### src/rtl/cpu_oci_trace_packer.sv
// Packs narrow OCI trace entries into wide frames and hands them to the debug drain.
// On test_ending the partial frame is flushed, then test_has_ended latches until reset.
module cpu_oci_trace_packer #(
   parameter int ENTRY_W = 2,
   parameter int SLOTS   = 15,
   parameter int BUF_W   = ENTRY_W * SLOTS,
   parameter int CNT_W   = $clog2(SLOTS + 1),
   parameter int DROP_W  = 8
) (
   input  logic               clk,
   input  logic               reset,
   input  logic               entry_valid,
   input  logic [ENTRY_W-1:0] entry_data,
   input  logic               test_ending,
   input  logic               out_ready,
   output logic [BUF_W-1:0]   dct_buffer,
   output logic [CNT_W-1:0]   dct_count,
   output logic               frame_valid,
   output logic [BUF_W-1:0]   frame_data,
   output logic [CNT_W-1:0]   frame_count,
   output logic [DROP_W-1:0]  drop_count,
   output logic               test_has_ended,
   output logic [1:0]         fsm_state
);

   // Output handshake: a frame is offered while frame_valid is high and completes on a
   // cycle with frame_valid && out_ready; frame_data/frame_count hold until then.

   typedef enum logic [1:0] {
      RUN   = 2'd0,
      FLUSH = 2'd1,
      DONE  = 2'd2
   } state_t;

   localparam logic [CNT_W-1:0] FULL = CNT_W'(SLOTS);

   state_t state;
   state_t state_next;
   logic   slot_free;
   logic   xfer;
   logic   accept;
   logic   drop;

   assign fsm_state = state;

   always_comb begin
      slot_free  = !frame_valid || out_ready;
      xfer       = (state != DONE) &&
                   ((dct_count == FULL) || (state == FLUSH && dct_count != '0)) &&
                   slot_free;
      // A full buffer still accepts when it empties into the output slot this cycle.
      accept     = (state == RUN) && entry_valid && ((dct_count != FULL) || xfer);
      drop       = (state == RUN) && entry_valid && (dct_count == FULL) && !xfer;
      state_next = state;
      case (state)
         RUN:     if (test_ending) state_next = FLUSH;
         FLUSH:   if (dct_count == '0 && !frame_valid) state_next = DONE;
         default: state_next = DONE;
      endcase
   end

   always_ff @(posedge clk) begin
      if (reset) begin
         state          <= RUN;
         dct_buffer     <= '0;
         dct_count      <= '0;
         frame_valid    <= 1'b0;
         frame_data     <= '0;
         frame_count    <= '0;
         drop_count     <= '0;
         test_has_ended <= 1'b0;
      end else begin
         state <= state_next;
         if (state_next == DONE) test_has_ended <= 1'b1;

         if (xfer) begin
            frame_data  <= dct_buffer;
            frame_count <= dct_count;
            frame_valid <= 1'b1;
         end else if (out_ready) begin
            frame_valid <= 1'b0;
         end

         if (xfer) begin
            dct_buffer <= accept ? BUF_W'(entry_data) : '0;
            dct_count  <= accept ? CNT_W'(1) : '0;
         end else if (accept) begin
            dct_buffer <= {dct_buffer[BUF_W-ENTRY_W-1:0], entry_data};
            dct_count  <= dct_count + CNT_W'(1);
         end

         if (drop && drop_count != '1) drop_count <= drop_count + DROP_W'(1);
      end
   end

endmodule

### config.mk
export PLATFORM = sky130hd
export DESIGN_NAME = cpu_oci_trace_packer
export DESIGN_NICKNAME = d
export VERILOG_FILES = /design/src/rtl/cpu_oci_trace_packer.sv
export SDC_FILE = /design/constraint.sdc
export NUM_CORES = 1
export LEC_CHECK = 0
export CAP_MARGIN = 20
export CORE_MARGIN = 3
export CORE_UTILIZATION = 40
export DETAILED_ROUTE_END_ITERATION = 10
export PLACE_DENSITY = 0.76
export SETUP_SLACK_MARGIN = 0.1
export SKIP_CTS_REPAIR_TIMING = 1
export SLEW_MARGIN = 30
export SYNTH_ARGS = -nofsm -noshare
export SYNTH_HDL_FRONTEND = slang
export SYNTH_SLANG_ARGS = --single-unit
### constraint.sdc
create_clock -name clk -period 1.9 [get_ports clk]
set_input_delay 0.19 -clock clk [delete_from_list [all_inputs] [get_ports clk]]
set_output_delay 0.19 -clock clk [all_outputs]
set_load 0.02 [all_outputs]
==> summary.md <==
| Metric | Value |
|---|---|
| Final Hold Slack | `0.2426 ns` |
| Startpoint Class | `register` |
| FF-to-FF End | `dct_count[3]` |
| Register area share after synthesis | `45.37%` |
| First-pass DRT Iterations | `4` |
| Initial core utilization | `42.11%` |
| Cells on worst reg2reg path | `5` |
| Post-Syn Area | `0.003530 mm2` |
| Final setup vio count | `0` |
| RSZ-0062 raised after global routing | `yes` |
| Post-route setup TNS | `0 ns` |
| Clk sinks | `80` |
| Total Nets Final | `463` |
| Hold Vio Cnt, Final | `0` |
| CTS tree | `done` |
| Power density of the placed cells | `753.5 mW/mm2` |
| DRT iter0 DRCs | `89` |
| Crit path from | `dct_count[1]` |
| Largest net degree at the start of global routing | `51` |
| CTS H-tree depth | `3` |
| IO Pins | `87` |
| CP Capture Point | `dct_count[3]` |
| Final wirelength | `8888 um` |
| Net Sw Power | `0.9375 mW` |
| Commonest non-fill, non-tap cells in the layout | `85 x clkdlybuf4s50_1, 76 x dfxtp_1, 71 x nand2b_1` |
| Final ANT Viol Nets | `0` |
| FMAX | `0.5386 GHz` |
| YS warnings | `0` |
| Clk_skew | `0.007162 ns` |
| N_diodes | `0` |
| Gr usage total | `16.50%` |
| Standard-cell rows | `33` |
| Post-DP HPWL | `5498 um` |
| Via density | `5.212` |
| Crit path capture type | `register` |
| R2r setup slk | `0.04 ns` |
| Global route total overflow | `0` |
| Die area | `0.009987 mm2` |
| Max_cap viols | `0` |
| Logic gate share of total power | `15.1%` |
| WP data arrival | `2.14 ns` |
| Clk pwr share | `39.4%` |
| First-pass GRT wire length | `13370 um` |
| Routability Congestion | `0.8215` |
| Die height | `99.94 um` |
| Maximum VDD drop | `0.3726 mV` |
| Library cells used by synthesis | `39` |
| Worst R2R Start | `dct_count[1]` |
| Clk_lat worst skew | `0.35 ns` |
| Final Util | `60.43%` |
| Area growth syn-to-layout | `43.50%` |
| Critical path peak fanout | `6` |
| Layout cell share with drive strength beyond 1 | `15.10%` |
| Number of global-route vias before repair | `2744` |
| Status | `complete, no violations` |
| Max clock buf depth | `2` |
| Wire per inst | `15.81 um` |
| Switching Share | `24.57%` |
| Cell chosen for the clock root | `clkbuf_8` |
| Internal power | `2.879 mW` |
| Vias | `2929` |
| Static Leak | `1.819 nW` |
| Kind of critical path | `reg -> reg` |
| Buffers on Ports | `86` |
| Commonest non-fill, non-tap cell in the layout | `clkdlybuf4s50_1` |
| Drt drc | `0` |
| Fin crit share | `97.72%` |
| Number of buffers created by CTS | `9` |
| CTS clock-pin slew for the worst setup and hold paths | `0.08 ns` |
| Final Slew Violations | `0` |
| Flops & latches, synth | `80` |
| Die width | `99.94 um` |
| Min-Delay Path Depth | `2` |
| Critical Path RT | `2.18 ns` |
| Actual slew at the worst max-slew pin | `0.5201 ns` |
| Post-Synthesis Cells | `349` |
| Hold Crit Class | `in -> reg` |
| Period minus WS final | `1.857 ns` |
| Core area | `0.008382 mm2` |
| Synth Area per Inst | `10.11 um2` |
| Reg power frac | `45.5%` |
| Syn_nets | `359` |
| Relative max-transition margin | `65.17%` |
| Initial antenna violation count | `0` |
logic make-up (layout without fill, tap and decap cells):
kind of cell    after synthesis  count (layout)  synth area share (%)
compound gates               31              31                 6.842
fa+ha+maj                     3               3                 1.064
simple gates                139             139                 23.04
buf+inv                      32             140                 5.495
mux                          64              64                 18.18
flops                        80              80                 45.37
worst max-delay path, cell delays in order (launching register included):
cell and delay [ns]:
dfxtp_4 0.37, ha_4 0.16, and3_4 0.20, a2111o_2 0.47
or3_1 0.38, a211oi_2 0.20
metrics by stage:
stage,cell area (um2),setup WS (ns),total power [mW],instances
6_report,5065,0.04327,3.816,562
3_5_place_dp,4521,-0.09963,2.234,532
3_3_place_gp,4521,-0.04633,2.222,532
4_1_cts,4755,-0.005604,3.731,547
2_1_floorplan,3538,0.1299,2.105,349
5_1_grt,5065,0.01503,3.955,562
power by group through the flow:
stage,Combinational (mW),Clock (mW),Sequential [mW]
floorplan,0.302,0,1.80
global placement,0.453,0,1.77
finish,0.577,1.50,1.74
detailed placement,0.463,0,1.77
CTS,0.465,1.53,1.73
global route,0.612,1.60,1.74
Yosys cell counts:
library cell | count | area [um2]
a2111o_1 | 1 | 11.26
a2111oi_4 | 1 | 27.53
a211oi_1 | 1 | 7.510
a211oi_2 | 1 | 12.51
a21o_1 | 1 | 7.510
a21oi_1 | 9 | 45.04
a21oi_4 | 1 | 16.27
a311oi_1 | 2 | 17.52
a31oi_1 | 2 | 12.51
and3_1 | 1 | 6.260
and3_4 | 1 | 11.26
buf_2 | 2 | 10.01
buf_4 | 1 | 7.510
buf_6 | 9 | 101.4
clkbuf_1 | 13 | 48.80
dfxtp_1 | 80 | 1602
ha_1 | 3 | 37.54
inv_1 | 7 | 26.28
mux2_2 | 1 | 11.26
mux2i_1 | 63 | 630.6
nand2_1 | 3 | 11.26
nand2b_1 | 71 | 444.2
nand3_1 | 5 | 25.02
nand3b_1 | 2 | 15.01
nand4_1 | 1 | 6.260
nor2_1 | 8 | 30.03
nor2b_1 | 3 | 18.77
nor3_1 | 32 | 160.2
nor3b_1 | 2 | 15.01
nor4_1 | 2 | 12.51
o211a_1 | 1 | 10.01
o211ai_1 | 1 | 7.510
o21ai_0 | 3 | 15.01
o22ai_1 | 1 | 6.260
o31ai_1 | 6 | 45.04
or2_2 | 1 | 6.260
or3_1 | 4 | 25.02
or3_4 | 1 | 11.26
or4_1 | 2 | 15.01
layer usage:
metal	vias up	GRT usage [%]	share of wire, %
met5	-	0	0
met3	11	6.046	6.9
met2	92	25.86	49
met1	1404	21.24	44
met4	0	5.042	0.95
li1	1422	-	-
area by class of cell:
| class | count | area, um2 |
|---|---|---|
| timing repair buffer | 118 | 1269 |
| tap | 105 | 131.4 |
| clock inverter | 5 | 106.4 |
| clock buffer | 10 | 127.6 |
| sequential | 80 | 1612 |
| multi-input combinational | 237 | 1793 |
| fill | 700 | 3317 |
| inverter | 7 | 26.28 |
how the worst min path moves through the flow:
| stage | slack, ns | end | start |
|---|---|---|---|
| 2_1_floorplan | 0.34 | dct_buffer[0] | entry_data[0] |
| 3_3_place_gp | 0.44 | test_has_ended | test_has_ended |
| 3_5_place_dp | 0.44 | test_has_ended | test_has_ended |
| 4_1_cts | 0.23 | fsm_state[1] | reset |
| 5_1_grt | 0.26 | fsm_state[1] | reset |
| 6_report | 0.24 | fsm_state[1] | reset |
flip-flops by register name, summed over array words and instances, names as in the netlist:
| register | count |
|---|---|
| dct_buffer | 30 |
| frame_data | 30 |
| drop_count | 8 |
| dct_count | 4 |
| frame_count | 4 |
| fsm_state | 2 |
| frame_valid | 1 |
| test_has_ended | 1 |
No activity file was read; power rests on OpenSTA's default activity.
